--- src/rtl/truth_table_sweeper_pkg.sv ---
// Shared types and helpers for the truth-table sweeper.
package sweep_pkg;

  typedef enum logic [1:0] {
    IDLE = 2'd0,
    RUN  = 2'd1,
    DONE = 2'd2
  } sweep_state_t;

  // Number of input vectors a sweep visits for a circuit with n_in inputs.
  function automatic int n_vec(input int n_in);
    return 1 << n_in;
  endfunction

endpackage

--- src/rtl/truth_table_sweeper_if.sv ---
// Control, expected-table and result bundle between a lab top-level and the sweeper.
interface truth_table_sweeper_if
  import sweep_pkg::*;
#(
  parameter int N_IN  = 3,
  parameter int N_OUT = 2
) ();

  localparam int TABLE_W = n_vec(N_IN) * N_OUT;

  logic               start;
  logic               pause;
  logic [TABLE_W-1:0] exp_table;
  logic [N_OUT-1:0]   dut_out;
  logic [N_IN-1:0]    stim;
  logic               busy;
  logic               done;
  logic               pass;
  logic [N_IN:0]      err_count;
  logic [N_IN-1:0]    first_err;

  modport master (
    output start, pause, exp_table, dut_out,
    input  stim, busy, done, pass, err_count, first_err
  );

  modport slave (
    input  start, pause, exp_table, dut_out,
    output stim, busy, done, pass, err_count, first_err
  );

endinterface

--- src/rtl/truth_table_sweeper_dwell_timer.sv ---
// Per-vector dwell down-counter: load sets DWELL-1, en steps toward zero and stops there.
module dwell_timer #(
  parameter int DWELL = 10
) (
  input  logic clk,
  input  logic rst,
  input  logic load,
  input  logic en,
  output logic zero
);

  localparam int W = (DWELL > 1) ? $clog2(DWELL) : 1;
  localparam logic [W-1:0] RELOAD = W'(DWELL - 1);

  logic [W-1:0] cnt_q, cnt_d;

  always_comb begin
    // NOTE: default assignment first so every path drives cnt_d and no latch is inferred.
    cnt_d = cnt_q;
    if (load) begin
      cnt_d = RELOAD;
    end else if (en && (cnt_q != '0)) begin
      cnt_d = cnt_q - W'(1);
    end
  end

  // NOTE: non-blocking assignments in clocked blocks keep all flops updating from pre-edge values.
  always_ff @(posedge clk or posedge rst) begin
    if (rst) begin
      cnt_q <= RELOAD;
    end else begin
      cnt_q <= cnt_d;
    end
  end

  assign zero = (cnt_q == '0);

endmodule

--- src/rtl/truth_table_sweeper.sv ---
// Exhaustive stimulus engine and checker: steps every input vector, holds it DWELL cycles,
// compares the circuit outputs on the last dwell cycle and accumulates pass/fail results.
module truth_table_sweeper
  import sweep_pkg::*;
#(
  parameter int N_IN  = 3,
  parameter int N_OUT = 2,
  parameter int DWELL = 10
) (
  input  logic                  clk,
  input  logic                  rst,
  truth_table_sweeper_if.slave  bus
);

  localparam logic [N_IN-1:0] LAST_VEC = N_IN'(n_vec(N_IN) - 1);

  sweep_state_t    state_q, state_d;
  logic [N_IN-1:0] stim_q, stim_d;
  logic [N_IN:0]   err_q, err_d;
  logic [N_IN-1:0] first_q, first_d;
  logic            pass_q, pass_d;

  logic             timer_load;
  logic             timer_en;
  logic             timer_zero;
  logic [N_OUT-1:0] exp_vec;
  logic             mismatch;

  dwell_timer #(
    .DWELL (DWELL)
  ) u_dwell_timer (
    .clk  (clk),
    .rst  (rst),
    .load (timer_load),
    .en   (timer_en),
    .zero (timer_zero)
  );

  assign exp_vec  = bus.exp_table[int'(stim_q) * N_OUT +: N_OUT];
  assign mismatch = (bus.dut_out != exp_vec);

  always_comb begin
    state_d    = state_q;
    stim_d     = stim_q;
    err_d      = err_q;
    first_d    = first_q;
    pass_d     = pass_q;
    timer_load = 1'b0;
    timer_en   = 1'b0;

    unique case (state_q)
      IDLE, DONE: begin
        if (bus.start) begin
          state_d    = RUN;
          stim_d     = '0;
          err_d      = '0;
          first_d    = '0;
          pass_d     = 1'b0;
          timer_load = 1'b1;
        end
      end

      RUN: begin
        // A paused cycle freezes everything, including the compare.
        if (!bus.pause) begin
          timer_en = 1'b1;
          if (timer_zero) begin
            if (mismatch) begin
              err_d = err_q + (N_IN+1)'(1);
              if (err_q == '0) begin
                first_d = stim_q;
              end
            end
            if (stim_q == LAST_VEC) begin
              state_d = DONE;
              pass_d  = (err_d == '0);
            end else begin
              stim_d     = stim_q + N_IN'(1);
              timer_load = 1'b1;
            end
          end
        end
      end

      default: begin
        state_d = IDLE;
      end
    endcase
  end

  always_ff @(posedge clk or posedge rst) begin
    if (rst) begin
      state_q <= IDLE;
      stim_q  <= '0;
      err_q   <= '0;
      first_q <= '0;
      pass_q  <= 1'b0;
    end else begin
      state_q <= state_d;
      stim_q  <= stim_d;
      err_q   <= err_d;
      first_q <= first_d;
      pass_q  <= pass_d;
    end
  end

  assign bus.stim      = stim_q;
  assign bus.busy      = (state_q == RUN);
  assign bus.done      = (state_q == DONE);
  assign bus.pass      = pass_q;
  assign bus.err_count = err_q;
  assign bus.first_err = first_q;

endmodule

--- src/flat_wrapper.sv ---
// flat-port wrapper written by rule: the top's interface ports become plain ports
module truth_table_sweeper_flat import sweep_pkg::*;
#(
  parameter int N_IN  = 3,
  parameter int N_OUT = 2,
  parameter int DWELL = 10
)
  (clk, rst, bus_start, bus_pause, bus_exp_table, bus_dut_out, bus_stim, bus_busy, bus_done, bus_pass, bus_err_count, bus_first_err);
  truth_table_sweeper_if #(.N_IN(N_IN), .N_OUT(N_OUT)) bus_i ();
  input  logic clk;
  input  logic rst;
  input wire logic [$bits(bus_i.start)-1:0] bus_start;
  input wire logic [$bits(bus_i.pause)-1:0] bus_pause;
  input wire logic [$bits(bus_i.exp_table)-1:0] bus_exp_table;
  input wire logic [$bits(bus_i.dut_out)-1:0] bus_dut_out;
  output wire logic [$bits(bus_i.stim)-1:0] bus_stim;
  output wire logic [$bits(bus_i.busy)-1:0] bus_busy;
  output wire logic [$bits(bus_i.done)-1:0] bus_done;
  output wire logic [$bits(bus_i.pass)-1:0] bus_pass;
  output wire logic [$bits(bus_i.err_count)-1:0] bus_err_count;
  output wire logic [$bits(bus_i.first_err)-1:0] bus_first_err;
  assign bus_i.start = bus_start;
  assign bus_i.pause = bus_pause;
  assign bus_i.exp_table = bus_exp_table;
  assign bus_i.dut_out = bus_dut_out;
  assign bus_stim = bus_i.stim;
  assign bus_busy = bus_i.busy;
  assign bus_done = bus_i.done;
  assign bus_pass = bus_i.pass;
  assign bus_err_count = bus_i.err_count;
  assign bus_first_err = bus_i.first_err;
  truth_table_sweeper #(.N_IN(N_IN), .N_OUT(N_OUT), .DWELL(DWELL)) u_core (.clk(clk), .rst(rst), .bus(bus_i));
endmodule
--- config.mk ---
export PLATFORM = sky130hd
export DESIGN_NAME = truth_table_sweeper_flat
export DESIGN_NICKNAME = d
export VERILOG_FILES = /design/src/rtl/truth_table_sweeper_pkg.sv /design/src/rtl/truth_table_sweeper_if.sv /design/src/rtl/truth_table_sweeper_dwell_timer.sv /design/src/rtl/truth_table_sweeper.sv /design/src/flat_wrapper.sv
export SDC_FILE = /design/constraint.sdc
export NUM_CORES = 1
export LEC_CHECK = 0
export ABC_AREA = 1
export BUFFER_PORTS_ARGS = -buffer_cell sky130_fd_sc_hd__buf_2
export CELL_PAD_IN_SITES_DETAIL_PLACEMENT = 2
export CELL_PAD_IN_SITES_GLOBAL_PLACEMENT = 2
export CORE_MARGIN = 2
export CORE_UTILIZATION = 29
export DETAILED_ROUTE_END_ITERATION = 8
export GPL_ROUTABILITY_DRIVEN = 1
export HOLD_SLACK_MARGIN = 0.15
export PLACE_DENSITY = 0.81
export REMOVE_ABC_BUFFERS = 1
export SLEW_MARGIN = 0
export SYNTH_ARGS = -nofsm -noshare
export SYNTH_HDL_FRONTEND = slang
export SYNTH_SLANG_ARGS = --single-unit
--- constraint.sdc ---
create_clock -name clk -period 5.32 [get_ports clk]
set_clock_uncertainty 0.05 [all_clocks]
set_input_delay 1.064 -clock clk [delete_from_list [all_inputs] [get_ports clk]]
set_output_delay 1.064 -clock clk [all_outputs]
set_load 0.05 [all_outputs]
; Word level (Yosys, flattened, before mapping)
; Cells that the tools add are included.
[totals]
ff_bits = 17
output_inout_bits = 13
word_cells = 72
[classes]
add_sub_neg = 3
n_eq_ne = 11
n_shift = 1
n_mux = 37
n_reduce_logical = 14
[ops]
columns = op, count
row1 = $mux W4, 9
row2 = $mux W3, 8
row3 = $shiftx A16 B5 Y2, 1
row4 = $logic_not A4 Y1, 3
row5 = $pmux W3 S2, 2
row6 = $mux W1, 10
row7 = $reduce_and A5 Y1, 2
row8 = $mux W2, 4
row9 = $ne A2 B1 Y1 const B, 4
row10 = $pmux W4 S2, 1
row11 = $reduce_and A4 Y1, 2
row12 = $ne A2 B2 Y1 const B, 3
row13 = $reduce_and A6 Y1, 1
row14 = $add A4 B1 Y4 const B, 1
row15 = $pmux W1 S2, 2
row16 = $pmux W2 S2, 1
row17 = $reduce_bool A2 Y1, 2
row18 = $reduce_bool A4 Y1, 1
row19 = $sub A4 B1 Y4 const B, 1
row20 = $add A3 B1 Y3 const B, 1
row21 = $eq A3 B3 Y1 const B, 1
row22 = $eq A2 B1 Y1 const B, 1
row23 = $eq A2 B2 Y1 const B, 1
row24 = $logic_not A2 Y1, 1
row25 = 3 further kinds, 3

; Depth between registers and ports, before layout
[logic_depth]
ltp_word = 11
depth_mapped = 16
ltp_nobuf = 14

; Cells and area by module
; Synthesis repeated with hierarchy kept, for this count alone.
[hier_totals]
cells_unflattened = 167
hier_area_um2 = 1261.2
[by_module_without_submodules]
columns = mod, instances, cells_each, area_each_um2
row1 = truth_table_sweeper, 1, 133, 982.2
row2 = dwell_timer, 1, 34, 279.0

; Worst setup path before layout
; OpenSTA, ideal clock, no wires.
[synth_timing]
path_kind = reg-to-output
start = register u_core.state_q[1]
end = output port bus_done
t_arrival_ns = 1.074
t_required_ns = 4.206
setup_slack_ns = 3.132
path_stages_with_launch = 3
n_path_buf = 0
path_cell_list = dfrtp_1 > inv_1 > nor2_1
[synth_via]
elab_chain_cells = 1
[synth_lines]
columns = item, line_no
row1 = start: declaration, truth_table_sweeper.sv:17  ; sweep_state_t state_q, state_d;
row2 = start signal: assignment, truth_table_sweeper.sv:99  ; state_q <= state_d;
row3 = $eq A2 B2 Y1, truth_table_sweeper.sv:109  ; assign bus.done = (state_q == DONE);
row4 = end: declaration, flat_wrapper.sv:18  ; output wire logic [$bits(bus_i.done)-1:0] bus_done;
; No other way between the ends.

; Worst setup path in the final report
[layout_timing]
start = register u_core.stim_q[0] (netlist: u_core.bus.stim[0])
end = output port bus_stim[0]
[layout_rtl]
columns = item, line_no
row1 = start: declaration, truth_table_sweeper.sv:18  ; logic [N_IN-1:0] stim_q, stim_d;
row2 = start signal: assignment, truth_table_sweeper.sv:100  ; stim_q <= stim_d;
row3 = end: declaration, flat_wrapper.sv:16  ; output wire logic [$bits(bus_i.stim)-1:0] bus_stim;
; No word-level cell between the ends.

==> qor.txt <==
WP buf/inv = 1
# rows = 23
DR vias/cell = 4.705
drt pass-1 iters = 3
Slew @ Worst Pin = 681.2 ps
initial core utilization = 0.3040
DRC = 0
ant diodes = 0
largest net degree at the start of global routing = 18
total wire length = 3.591 mm
Peak VDD IR = 0.0001952 V
period utilisation layout = 0.4356
Hold Path Class = reg2reg
antenna violations before repair = 0
H-tree levels = 1
# hold bufs at CTS = 0
PostCTS Resize Cnt = 0
Syn Inst Count = 175
Async S/R FF share, synth = 1.000
Layout Nets = 240
first-pass GRT wire length = 6.244 mm
RSZ-0062 raised after global routing = no
vias after detailed routing = 1,228
Post-Place Cell Area = 1431 um^2
fin area = 1476 um^2
top-count cell post-synth = nand2_1
switch share = 0.5579
drt initial violations = 28
sequential share of power = 0.286
share of the synthesized area in the top cell type = 0.3064
most frequent cells after synthesis = nand2_1 (51), inv_1 (32), nand3_1 (21), dfrtp_1 (15), nor2_1 (10)
slew margin rel. = 0.5454
post-route ant nets = 0
Die W = 68.99 um
Reg area = 427.9 um^2
num ports = 35
Cell Chain, Critical Path = buf_2
Crit. End Element = output pin
Worst path max stage delay = 600 ps
vias in the first global route = 1,392
core area = 4029 um^2
overall routing resource usage = 0.1770
WP data arrival = 1200 ps
fin crit period = 2317 ps
CP Max Fanout = 11
die footprint = 4760 um^2
run status = finished clean
pins over their slew limit = 0
CP Data Required Time = 4210 ps
Unique masters post-synth = 24
Setup CP Type = reg2out
grt total ovfl = 0
synth top area cells = dfrtp_1 (31%), nand2_1 (16%), inv_1 (9.8%)
multi-input logic area = 633.1 um^2
EDFF count, synth = 0
Die Y = 68.99 um
Max Clk Rate = 431.5 MHz
Seq/Total Area, Yosys = 0.3493
Gate power share = 0.606
filler instances = 521
Detail Placement HPWL = 3.043 mm
fraction of power consumed by the clock network = 0.108
Post-CTS Setup Bufs = 0
fraction of layout cells with a size suffix above 1 = 0.2559
root buffer cell = clkbuf_8
synthesized area = 1225 um^2
clock-pin slew on the worst setup and hold paths = 70 ps
Final Hold Vio Count = 0
Pwr per Cell Area = 618.3 nW/um^2
number of max-cap violations = 0
GPL Wtd Cong = 0.9213
CTS tree = built
#FFs+latches synth = 17
crit path max-delay cell type = dfrtp_1
sw power = 0.5093 mW
leak pwr = 0.8750 nW
syn avg cell area = 7.000 um^2
CP top delay family = flip-flops
Yosys warning count = 0
Final setup viols = 0
setup TNS = 0 ps
Reg2Reg Setup Slack = 3370 ps
CTS Buffer Depth = 2
Skew-Pair Late Insertion Delay = 250 ps
CTS Buf Count = 3
wire per inst = 13.76 um
Port-buffer cells = 34
top cell type by total area after synthesis = dfrtp_1
Setup crit start kind = flip-flop
Sink Count = 17
top_reg_cell synth = dfrtp_1
Power Internal = 0.4036 mW
Synth-to-Final Area Change = 20.53%
==> registers in the layout, summed over array words and instances (netlist names) <==
| name | cells |
|---|---|
| u_core.bus.pass | 1 |
| u_core.state_q | 2 |
| u_core.bus.err_count | 4 |
| u_core.bus.first_err | 3 |
| u_core.u_dwell_timer.cnt_q | 4 |
| u_core.bus.stim | 3 |
==> cells in the final DEF, fill, tap and decap left out, types with 2 or more instances in the layout <==
master,count
o21ai_0,7
xor2_1,4
o21ai_1,5
dfstp_2,2
nor2_1,10
nand2_4,3
inv_1,32
nand2_1,51
ha_1,6
nand2_2,5
dfrtp_1,15
buf_2,34
clkbuf_8,3
inv_2,3
nand3_1,21
==> final timing paths <==
| path | start | to | depth (start not counted) |
|---|---|---|---|
| min in group asynchronous | rst | u_core.bus.pass$_DFFE_PP0P_ | 2 |
| worst max-delay path | u_core.bus.stim[0]$_DFFE_PP0P_ | bus_stim[0] | 1 |
| worst max register to register | u_core.u_dwell_timer.cnt_q[0]$_DFFE_PP1P_ | u_core.u_dwell_timer.cnt_q[3]$_DFFE_PP1P_ | 12 |
| worst min register to register | u_core.bus.pass$_DFFE_PP0P_ | u_core.bus.pass$_DFFE_PP0P_ | 2 |
| max in group asynchronous | rst | u_core.bus.stim[2]$_DFFE_PP0P_ | 2 |
| worst min-delay path | u_core.bus.pass$_DFFE_PP0P_ | u_core.bus.pass$_DFFE_PP0P_ | 2 |
==> power by group through the flow <==
stage                     Sequential, mW  Clock (mW)  Combinational, mW
final                              0.261      0.0984              0.553
after global routing               0.275       0.107              0.630
after CTS                          0.264       0.103              0.566
after detailed placement           0.266           0              0.561
after global placement             0.259           0              0.530
after floorplan                    0.382           0              0.287
==> layout make-up <==
type / instances / share of cell area
Tap cell: 50 / 0.04237
Multi-Input combinational cell: 120 / 0.4288
Timing Repair Buffer: 34 / 0.1153
Inverter: 36 / 0.09322
Sequential cell: 17 / 0.2898
Clock buffer: 4 / 0.03051
==> per-layer routing <==
layer / vias up / GRT usage / part of all wire
met5: - / 0 / 0
met4: 0 / 0.04167 / 0.015
met3: 9 / 0.03734 / 0.028
met2: 16 / 0.3317 / 0.54
met1: 598 / 0.2034 / 0.42
li1: 605 / - / -
==> metrics by stage <==
stage / utilization / setup slack, ps / hold WS, ps / total power [mW] / cells
finish: 0.3665 / 3003 / 454.8 / 0.9128 / 261
global route: 0.3665 / 2927 / 486.7 / 1.012 / 261
CTS: 0.3665 / 2970 / 460.7 / 0.9332 / 261
detailed placement: 0.3553 / 2923 / 441.5 / 0.8268 / 257
global placement: 0.3553 / 3052 / 417.6 / 0.7898 / 257
floorplan: - / 3132 / 421.5 / 0.6692 / 173
==> cells by family after synthesis <==
family / after synthesis / synth area share
compound gates: 14 / 0.06231
xor+xnor: 4 / 0.02860
fa+ha+maj: 6 / 0.06129
buf+inv: 38 / 0.1338
flops: 17 / 0.3493
simple gates: 96 / 0.3647
(Power assumes the default switching activity.)
